File: config.mk
export PLATFORM = sky130hd
export DESIGN_NAME = fp_to_bcd_flat
export DESIGN_NICKNAME = d
export VERILOG_FILES = /design/src/rtl/fp_to_bcd_if.sv /design/src/rtl/fp_to_bcd.sv /design/src/flat_wrapper.sv
export SDC_FILE = /design/constraint.sdc
export NUM_CORES = 1
export LEC_CHECK = 0
export CORE_ASPECT_RATIO = 0.75
export CORE_UTILIZATION = 50
export DETAILED_ROUTE_END_ITERATION = 12
export GPL_TIMING_DRIVEN = 1
export PLACE_DENSITY = 0.67
export SLEW_MARGIN = 20
export SYNTH_ARGS = -nofsm -noshare
export SYNTH_HDL_FRONTEND = slang
export SYNTH_SLANG_ARGS = --single-unit
File: constraint.sdc
create_clock -name i_clk -period 6.7 [get_ports i_clk]
set_input_delay 0.67 -clock i_clk [delete_from_list [all_inputs] [get_ports i_clk]]
set_output_delay 0.67 -clock i_clk [all_outputs]
set_load 0.01 [all_outputs]
File: src/rtl/fp_to_bcd_if.sv
// Handshake and result bundle for the float-to-BCD converter.
// slave: the converter side. master: the FPU result port / consumer side.
interface fp_to_bcd_if #(
  parameter int INT_DIGITS  = 5,
  parameter int FRAC_DIGITS = 4
);
  logic                     i_valid;
  logic                     o_ready;
  logic [31:0]              i_data;
  logic                     o_valid;
  logic                     i_ready;
  logic                     o_sign;
  logic [4*INT_DIGITS-1:0]  o_int_bcd;
  logic [4*FRAC_DIGITS-1:0] o_frac_bcd;
  logic                     o_zero;
  logic                     o_inf;
  logic                     o_nan;
  logic                     o_ovf;

  modport slave (
    input  i_valid, i_data, i_ready,
    output o_ready, o_valid, o_sign, o_int_bcd, o_frac_bcd,
           o_zero, o_inf, o_nan, o_ovf
  );

  modport master (
    output i_valid, i_data, i_ready,
    input  o_ready, o_valid, o_sign, o_int_bcd, o_frac_bcd,
           o_zero, o_inf, o_nan, o_ovf
  );
endinterface

File: src/rtl/fp_to_bcd.sv
// IEEE-754 single-precision word to signed BCD digits.
// Iterative: double dabble over the integer bits, then one fraction digit
// per cycle by multiply-by-10. Fraction digits are truncated unless
// FP2BCD_ROUND_EN is defined, which adds a guard digit and a ROUND state.
module fp_to_bcd #(
  parameter int INT_BITS    = 16,
  parameter int INT_DIGITS  = 5,
  parameter int FRAC_BITS   = 24,
  parameter int FRAC_DIGITS = 4
) (
  input logic      i_clk,
  input logic      i_rst,
  fp_to_bcd_if.slave bus
);
  localparam int FW  = INT_BITS + FRAC_BITS;
  localparam int IBW = 4 * INT_DIGITS;
  localparam int FBW = 4 * FRAC_DIGITS;
`ifdef FP2BCD_ROUND_EN
  localparam int NFD = FRAC_DIGITS + 1;
`else
  localparam int NFD = FRAC_DIGITS;
`endif
  localparam logic [7:0] INT_LAST  = 8'(INT_BITS - 1);
  localparam logic [7:0] FRAC_LAST = 8'(NFD - 1);
  localparam logic [7:0] EXP_OVF   = 8'(127 + INT_BITS);

  typedef enum logic [2:0] {
    S_IDLE, S_ALIGN, S_INT, S_FRAC,
`ifdef FP2BCD_ROUND_EN
    S_ROUND,
`endif
    S_DONE
  } state_t;

  state_t               state_q;
  logic                 ready_q, valid_q, sign_q;
  logic                 zero_q, inf_q, nan_q, ovf_q;
  logic [30:0]          data_q;
  logic [INT_BITS-1:0]  int_q;
  logic [FRAC_BITS-1:0] frac_q;
  logic [IBW-1:0]       bcd_q;
  logic [FBW-1:0]       frac_bcd_q;
  logic [7:0]           cnt_q;
  logic [FW-1:0]        fixed_d;
  logic [FRAC_BITS+3:0] prod_d;
  logic [IBW-1:0]       dd_d;
`ifdef FP2BCD_ROUND_EN
  logic [3:0]           guard_q;
  logic [IBW+FBW:0]     inc_d;
`endif

  // {1,mant} * 2^(exp-127) as unsigned INT_BITS.FRAC_BITS, truncated below
  function automatic logic [FW-1:0] align_fixed(input logic [7:0] ex, input logic [22:0] mn);
    logic [FW+23:0] ext;
    int sh;
    ext = {{FW{1'b0}}, 1'b1, mn};
    sh  = int'(ex) - 127 + FRAC_BITS - 23;
    if (sh >= 0) ext = ext << sh;
    else         ext = ext >> (-sh);
    return ext[FW-1:0];
  endfunction

  // double-dabble pre-shift correction: +3 to every nibble >= 5
  function automatic logic [IBW-1:0] dd_adjust(input logic [IBW-1:0] b);
    logic [IBW-1:0] r;
    r = b;
    for (int k = 0; k < INT_DIGITS; k++)
      if (r[4*k +: 4] >= 4'd5) r[4*k +: 4] = r[4*k +: 4] + 4'd3;
    return r;
  endfunction

`ifdef FP2BCD_ROUND_EN
  // decimal +1 ulp across all digits; MSB of the result is the carry out
  function automatic logic [IBW+FBW:0] bcd_inc(input logic [IBW+FBW-1:0] v);
    logic [IBW+FBW-1:0] r;
    logic               c;
    r = v;
    c = 1'b1;
    for (int k = 0; k < INT_DIGITS + FRAC_DIGITS; k++) begin
      if (c) begin
        if (r[4*k +: 4] == 4'd9) r[4*k +: 4] = 4'd0;
        else begin
          r[4*k +: 4] = r[4*k +: 4] + 4'd1;
          c = 1'b0;
        end
      end
    end
    return {c, r};
  endfunction
`endif

  // datapath helpers for the ALIGN, INT, FRAC and ROUND steps
  always_comb begin
    fixed_d = align_fixed(data_q[30:23], data_q[22:0]);
    prod_d  = ({4'd0, frac_q} << 3) + ({4'd0, frac_q} << 1);
    dd_d    = dd_adjust(bcd_q);
`ifdef FP2BCD_ROUND_EN
    inc_d   = bcd_inc({bcd_q, frac_bcd_q});
`endif
  end

  // conversion FSM with registered handshake, flags and digits
  always_ff @(posedge i_clk or posedge i_rst) begin
    if (i_rst) begin
      state_q    <= S_IDLE;
      ready_q    <= 1'b1;
      valid_q    <= 1'b0;
      sign_q     <= 1'b0;
      zero_q     <= 1'b0;
      inf_q      <= 1'b0;
      nan_q      <= 1'b0;
      ovf_q      <= 1'b0;
      data_q     <= '0;
      int_q      <= '0;
      frac_q     <= '0;
      bcd_q      <= '0;
      frac_bcd_q <= '0;
      cnt_q      <= '0;
`ifdef FP2BCD_ROUND_EN
      guard_q    <= '0;
`endif
    end else begin
      case (state_q)
        S_IDLE: begin
          if (bus.i_valid) begin
            data_q  <= bus.i_data[30:0];
            sign_q  <= bus.i_data[31];
            ready_q <= 1'b0;
            zero_q  <= 1'b0;
            inf_q   <= 1'b0;
            nan_q   <= 1'b0;
            ovf_q   <= 1'b0;
            state_q <= S_ALIGN;
          end
        end
        S_ALIGN: begin
          cnt_q <= '0;
          if (data_q[30:23] == 8'd0 || data_q[30:23] == 8'd255) begin
            // specials: digits cleared, one flag set
            zero_q     <= (data_q[30:23] == 8'd0);
            inf_q      <= (data_q[30:23] == 8'd255) && (data_q[22:0] == 23'd0);
            nan_q      <= (data_q[30:23] == 8'd255) && (data_q[22:0] != 23'd0);
            bcd_q      <= '0;
            frac_bcd_q <= '0;
            valid_q    <= 1'b1;
            state_q    <= S_DONE;
          end else if (data_q[30:23] >= EXP_OVF) begin
            ovf_q      <= 1'b1;
            bcd_q      <= {INT_DIGITS{4'h9}};
            frac_bcd_q <= {FRAC_DIGITS{4'h9}};
            valid_q    <= 1'b1;
            state_q    <= S_DONE;
          end else begin
            {int_q, frac_q} <= fixed_d;
            bcd_q      <= '0;
            frac_bcd_q <= '0;
            state_q    <= S_INT;
          end
        end
        S_INT: begin
          {bcd_q, int_q} <= {dd_d, int_q} << 1;
          cnt_q <= cnt_q + 8'd1;
          if (cnt_q == INT_LAST) begin
            cnt_q   <= '0;
            state_q <= S_FRAC;
          end
        end
        S_FRAC: begin
          frac_q <= prod_d[FRAC_BITS-1:0];
          cnt_q  <= cnt_q + 8'd1;
`ifdef FP2BCD_ROUND_EN
          if (cnt_q == FRAC_LAST) guard_q <= prod_d[FRAC_BITS +: 4];
          else frac_bcd_q <= FBW'({frac_bcd_q, prod_d[FRAC_BITS +: 4]});
          if (cnt_q == FRAC_LAST) state_q <= S_ROUND;
`else
          frac_bcd_q <= FBW'({frac_bcd_q, prod_d[FRAC_BITS +: 4]});
          if (cnt_q == FRAC_LAST) begin
            valid_q <= 1'b1;
            state_q <= S_DONE;
          end
`endif
        end
`ifdef FP2BCD_ROUND_EN
        S_ROUND: begin
          if (guard_q >= 4'd5) begin
            if (inc_d[IBW+FBW]) begin
              ovf_q      <= 1'b1;
              bcd_q      <= {INT_DIGITS{4'h9}};
              frac_bcd_q <= {FRAC_DIGITS{4'h9}};
            end else begin
              {bcd_q, frac_bcd_q} <= inc_d[IBW+FBW-1:0];
            end
          end
          valid_q <= 1'b1;
          state_q <= S_DONE;
        end
`endif
        S_DONE: begin
          if (bus.i_ready) begin
            valid_q <= 1'b0;
            ready_q <= 1'b1;
            state_q <= S_IDLE;
          end
        end
        default: state_q <= S_IDLE;
      endcase
    end
  end

  assign bus.o_ready    = ready_q;
  assign bus.o_valid    = valid_q;
  assign bus.o_sign     = sign_q;
  assign bus.o_int_bcd  = bcd_q;
  assign bus.o_frac_bcd = frac_bcd_q;
  assign bus.o_zero     = zero_q;
  assign bus.o_inf      = inf_q;
  assign bus.o_nan      = nan_q;
  assign bus.o_ovf      = ovf_q;
endmodule

File: src/flat_wrapper.sv
// flat-port wrapper written by rule: the top's interface ports become plain ports
module fp_to_bcd_flat 
#(
  parameter int INT_BITS    = 16,
  parameter int INT_DIGITS  = 5,
  parameter int FRAC_BITS   = 24,
  parameter int FRAC_DIGITS = 4
)
  (i_clk, i_rst, bus_i_valid, bus_i_data, bus_i_ready, bus_o_ready, bus_o_valid, bus_o_sign, bus_o_int_bcd, bus_o_frac_bcd, bus_o_zero, bus_o_inf, bus_o_nan, bus_o_ovf);
  fp_to_bcd_if #(.INT_DIGITS(INT_DIGITS), .FRAC_DIGITS(FRAC_DIGITS)) bus_i ();
  input logic i_clk;
  input logic i_rst;
  input wire logic [$bits(bus_i.i_valid)-1:0] bus_i_valid;
  input wire logic [$bits(bus_i.i_data)-1:0] bus_i_data;
  input wire logic [$bits(bus_i.i_ready)-1:0] bus_i_ready;
  output wire logic [$bits(bus_i.o_ready)-1:0] bus_o_ready;
  output wire logic [$bits(bus_i.o_valid)-1:0] bus_o_valid;
  output wire logic [$bits(bus_i.o_sign)-1:0] bus_o_sign;
  output wire logic [$bits(bus_i.o_int_bcd)-1:0] bus_o_int_bcd;
  output wire logic [$bits(bus_i.o_frac_bcd)-1:0] bus_o_frac_bcd;
  output wire logic [$bits(bus_i.o_zero)-1:0] bus_o_zero;
  output wire logic [$bits(bus_i.o_inf)-1:0] bus_o_inf;
  output wire logic [$bits(bus_i.o_nan)-1:0] bus_o_nan;
  output wire logic [$bits(bus_i.o_ovf)-1:0] bus_o_ovf;
  assign bus_i.i_valid = bus_i_valid;
  assign bus_i.i_data = bus_i_data;
  assign bus_i.i_ready = bus_i_ready;
  assign bus_o_ready = bus_i.o_ready;
  assign bus_o_valid = bus_i.o_valid;
  assign bus_o_sign = bus_i.o_sign;
  assign bus_o_int_bcd = bus_i.o_int_bcd;
  assign bus_o_frac_bcd = bus_i.o_frac_bcd;
  assign bus_o_zero = bus_i.o_zero;
  assign bus_o_inf = bus_i.o_inf;
  assign bus_o_nan = bus_i.o_nan;
  assign bus_o_ovf = bus_i.o_ovf;
  fp_to_bcd #(.INT_BITS(INT_BITS), .INT_DIGITS(INT_DIGITS), .FRAC_BITS(FRAC_BITS), .FRAC_DIGITS(FRAC_DIGITS)) u_core (.i_clk(i_clk), .i_rst(i_rst), .bus(bus_i));
endmodule
## Word-level counts from Yosys, hierarchy flattened

Index checks and enable logic that the tools add are counted.

| operators by class | value |
|---|---|
| add/subtract/negate cells | 11 |
| magnitude comparators | 7 |
| equal/unequal tests | 16 |
| shift operators | 2 |
| mux-type cells | 43 |
| reductions and logical operators | 21 |

Operators with widths:

| cell | number |
|---|---|
| $mux 16 | 4 |
| $pmux 16 s2 | 2 |
| $mux 24 | 2 |
| $pmux 24 s2 | 1 |
| $mux 20 | 2 |
| $mux 40 | 1 |
| $pmux 20 s2 | 1 |
| $shl 24x32->40 | 1 |
| $shr 24x32->40 | 1 |
| $add 32x6->32 const B | 1 |
| $ge 32x1->1 const B | 1 |
| $neg 32->32 | 1 |
| $sub 32x6->32 const B | 1 |
| $add 27x25->28 | 1 |
| $pmux 8 s3 | 1 |
| $logic_not 23->1 | 1 |
| $reduce_bool 23->1 | 1 |
| $mux 3 | 7 |
| $ge 4x3->1 const B | 5 |
| $add 4x2->4 const B | 4 |
| $mux 4 | 4 |
| $pmux 3 s5 | 1 |
| $reduce_and 3->1 | 4 |
| $reduce_and 4->1 | 3 |
| other kinds (24) | 49 |

| word-level totals | value |
|---|---|
| register bits | 125 |
| input bits | 36 |
| output and inout bits | 43 |
| word-level logic and storage cells | 114 |

## Longest topological paths before layout

| depth | value |
|---|---|
| word-level depth | 9 |
| depth in mapped cells | 22 |
| mapped depth without buffers | 17 |

## Worst setup path before layout

Ideal clock, no wire load.

| timing | value |
|---|---|
| path type | reg2reg |
| start point | register u_core.data_q[23] |
| end point | register u_core.frac_q[18] |
| library setup time | 0.074 ns |
| data arrival time | 4.897 ns |
| required time | 6.626 ns |
| setup slack | 1.728 ns |
| stages on the path, launching flop included | 20 |
| path buffers | 5 |
| period minus slack after synthesis | 4.972 ns |
| path through | dfrtp_1 -> buf_4 -> inv_2 -> clkbuf_1 -> clkbuf_1 -> ha_1 -> clkbuf_1 -> nand2_1 -> a221o_1 -> nand2b_1 -> ha_1 -> or4_1 -> or4_1 -> a211oi_1 -> buf_2 -> nand3_1 -> a221o_1 -> o311ai_0 -> o21ai_1 -> o21ai_2 |

| between the ends | value |
|---|---|
| cells in the longest elaborated chain, start to end | 9 |
| elaborated cells between the ends (all ways) | 18 |
| classes of those cells | 4 x add/sub; 2 x order compare; 3 x eq/ne; 2 x shift; 4 x mux; 3 x reduce/logical |

RTL lines:

| element | RTL line | source |
|---|---|---|
| start: declaration | fp_to_bcd.sv:38 | `logic [30:0] data_q;` |
| start signal: assignment | fp_to_bcd.sv:126 | `data_q <= bus.i_data[30:0];` |
| $sub 8x7->9 | fp_to_bcd.sv:57 | `sh = int'(ex) - 127 + FRAC_BITS - 23;` |
| $add 32x6->32 | fp_to_bcd.sv:57 |  |
| $sub 32x6->32 | fp_to_bcd.sv:57 |  |
| $neg 32->32 | fp_to_bcd.sv:59 | `else ext = ext >> (-sh);` |
| $shr 24x32->40 | fp_to_bcd.sv:59 |  |
| $mux 40 | fp_to_bcd.sv:58 | `if (sh >= 0) ext = ext << sh;` |
| $mux 24 | fp_to_bcd.sv:147 | `end else if (data_q[30:23] >= EXP_OVF) begin` |
| $mux 24 | fp_to_bcd.sv:138 | `if (data_q[30:23] == 8'd0 \|\| data_q[30:23] == 8'd255) begin` |
| $pmux 24 s2 | fp_to_bcd.sv:123 | `case (state_q)` |
| end signal: assignment | fp_to_bcd.sv:154 | `{int_q, frac_q} <= fixed_d;` |
| end signal: assignment | fp_to_bcd.sv:169 | `frac_q <= prod_d[FRAC_BITS-1:0];` |
| end: declaration | fp_to_bcd.sv:40 | `logic [FRAC_BITS-1:0] frac_q;` |

Parallel ways exist; a longest one is shown, timed or not. The select of a mux whose other input is x is not followed.
A chain may end at the register's enable or synchronous reset.

## Worst setup path after layout

| timing | value |
|---|---|
| start point | register u_core.data_q[24] |
| end point | register u_core.frac_q[10] |

The elaborated chain is that of the path after synthesis.

==> impl_metrics.tcl <==
set metrics [dict create \
    worstRegToRegCells 16 \
    cts_setup_buffers 0 \
    cap_violations 0 \
    synth_cell_types 89 \
    die_height_um 129 \
    multi_input_area_sq_um 7210 \
    vias 10500 \
    rsz0062_at_grt "no" \
    vias_per_cell 6.37 \
    whs_path_depth 1 \
    grt_pass1_vias 9459 \
    initial_core_util_pct 51.0 \
    cts_tree "built" \
    rrSetupSlack_ps 1060 \
    cp_data_arrival_time_ps 5960 \
    hold_violations 0 \
    status "finished, final reports clean" \
    synth_most_common_cell "nand2_1" \
    antenna_cells 0 \
    clk_pin_slew_ps 60 \
    cts_inserted_buffers 17 \
    skew_ps 11.8 \
    required_ps 7010 \
    port_buffers 78 \
    fmax_mhz 177 \
    die_area_sq_um 22200 \
    fin_crit_sh_pct 84.3 \
    hold_path.class "flop to flop" \
    dr.pass1.iters 6 \
    clk_path_buf_depth 2 \
    place_ws_ps 1250 \
    final_util_pct 58.4 \
    slew_viol_final 0 \
    synth_area_leader_cell "dfrtp_1" \
    timing.setup.critical_path_class "flop to flop" \
    grt_max_degree 71 \
    tns_ps 0 \
    yosysSeqAreaShare_pct 29.0 \
    nets 1428 \
    htree_levels 4 \
    synth-async-reset-ratio_pct 100 \
    cts-root-buf "clkbuf_16" \
    synth_edf_count 0 \
    ctsHoldBuffers 0 \
    dpl_cell_area_sq_um 11800 \
    yosys_most_used_dff "dfrtp_1" \
    antenna_found_initial 0 \
    syn_avg_cell_area_sq_um 8.21 \
    startpoint_type "flop" \
    setup_viol 0 \
    synthTopCellsByArea "dfrtp_1, nand2_1, mux2i_1, ha_1, o21ai_0" \
    drt-initial-drc-count 1103 \
    gp_congestion 0.968 \
    layout_setup_ws_ps 1060 \
    num-fill-cells 1974 \
    ant_nets 0 \
    postSynthCellCount 1314 \
    wl_per_cell_um 20.1 \
    seqCellArea_sq_um 3130 \
    syn_to_final_growth_pct 14.3 \
    overflow 0 \
    syn_area_sq_um 10800 \
    drive_above_1_share_pct 10.5 \
    track_usage_pct 30.2 \
    grt_pass1_wl_um 51900 \
    yosysWarnings 0 \
    syn-num-nets 1395 \
    fp.coreArea_sq_um 21100 \
    worst_pin_slew_ps 1130 \
    cts_resized 0 \
    path_max_fanout 15 \
    die_w_um 172 \
    cp-end-kind "flop" \
    dpl.hpwl_um 24200 \
    fin_area_sq_um 12300 \
    pin_count 79 \
    drt_wl_total_um 33100 \
    insertion_delay_ps 430 \
    synth_common_cells "nand2_1, dfrtp_1, nor2_1" \
    rows 46 \
    drc 0 \
    cts_num_sinks 125 \
    ys_ff_latch 125 \
    slew_headroom_pct 23.8 \
    yosysTopAreaCellShare_pct 28.8 \
    fin_crit_ps 5640 \
]
[metal layers]
layer	track usage, %	vias to the layer above	wire length (um)	share of wire (%)
li1	-	4944	-	-
met1	44.7	5084	15700	47
met2	45.3	407	14500	44
met3	4.00	60	2080	6.3
met4	9.93	0	812	2.5
met5	0	-	0	0
[cell families after synthesis]
group / after synthesis / synth area share (%)
AO/OA/AOI/OAI: 392 / 24.2
XOR/XNOR: 42 / 3.90
adder cells (fa/ha/maj): 45 / 5.29
buffers and inverters: 117 / 4.51
flip-flops: 125 / 29.0
multiplexers: 101 / 10.6
AND/OR/NAND/NOR: 492 / 22.4
[layout by cell type (no fill, tap or decap), drive strengths merged, types with 7 or more instances in the layout]
cell / count
o22ai: 33
nand2: 166
nand2b: 24
mux2i: 56
a31oi: 21
mux2: 38
dfrtp: 124
buf: 19
or4: 10
nor2: 106
xor2: 14
o211ai: 15
or2: 9
nand4: 14
a21boi: 12
nor2b: 9
inv: 35
o311ai: 12
a21oi: 79
nor3: 26
a221o: 11
nor4: 10
a21o: 16
a221oi: 8
o31ai: 21
nand3: 56
and2: 11
clkbuf: 17
and3: 13
clkinv: 8
clkdlybuf4s50: 78
mux4: 7
a211o: 8
o21ai: 109
or3: 14
ha: 44
xnor2: 28
[cell type report]
cell class | instances | area share, %
inverters | 34 | 1.06
repair buffers | 97 | 7.49
flip-flops and latches | 125 | 25.4
clock inverters | 14 | 1.19
multi-input cells | 1072 | 58.5
clock buffers | 17 | 3.45
well taps | 288 | 2.92
[sequential cells by signal, indices dropped and copies added, names as in the netlist]
| name | count |
|---|---|
| u_core.bus.o_valid | 1 |
| u_core.bus.o_sign | 1 |
| u_core.int_q | 16 |
| u_core.bus.o_ready | 1 |
| u_core.bus.o_zero | 1 |
| u_core.bus.o_int_bcd | 20 |
| u_core.cnt_q | 8 |
| u_core.bus.o_inf | 1 |
| u_core.bus.o_ovf | 1 |
| u_core.bus.o_frac_bcd | 16 |
| u_core.frac_q | 24 |
| u_core.data_q | 31 |
| u_core.bus.o_nan | 1 |
| u_core.state_q | 3 |
[through the flow]
step | hold slack, ps | cells
after global routing | 513 | 1647
final | 483 | 1647
after floorplan | 440 | 1314
after detailed placement | 469 | 1616
after global placement | 464 | 1616
after CTS | 482 | 1647
[critical path: stages (launching register included)]
cell and delay (ps):
dfrtp_1 520, ha_1 530, nand2_1 150, or4_4 550, a311oi_1 480, nand2_1 110
ha_1 370, nand2_1 100, nor3_1 300, and2_1 230, nand4b_1 210, nand2_1 270
nand3_1 140, or4_4 550, a31oi_4 310, nand3_4 280, o31ai_1 420
[worst paths after layout]
| check | start | to |
|---|---|---|
| min in group asynchronous | i_rst | u_core.bus.o_valid |
| setup / recovery | u_core.data_q[24] | u_core.frac_q[10] |
| max in group asynchronous | i_rst | u_core.frac_q[5] |
| hold reg to reg | u_core.cnt_q[7] | u_core.cnt_q[7] |
| hold / removal | u_core.cnt_q[7] | u_core.cnt_q[7] |
| setup reg to reg | u_core.data_q[24] | u_core.frac_q[10] |
Power is left out: the tool's default activity adds up to more than one toggle a clock period on the data nets, which glitch-free logic cannot reach.
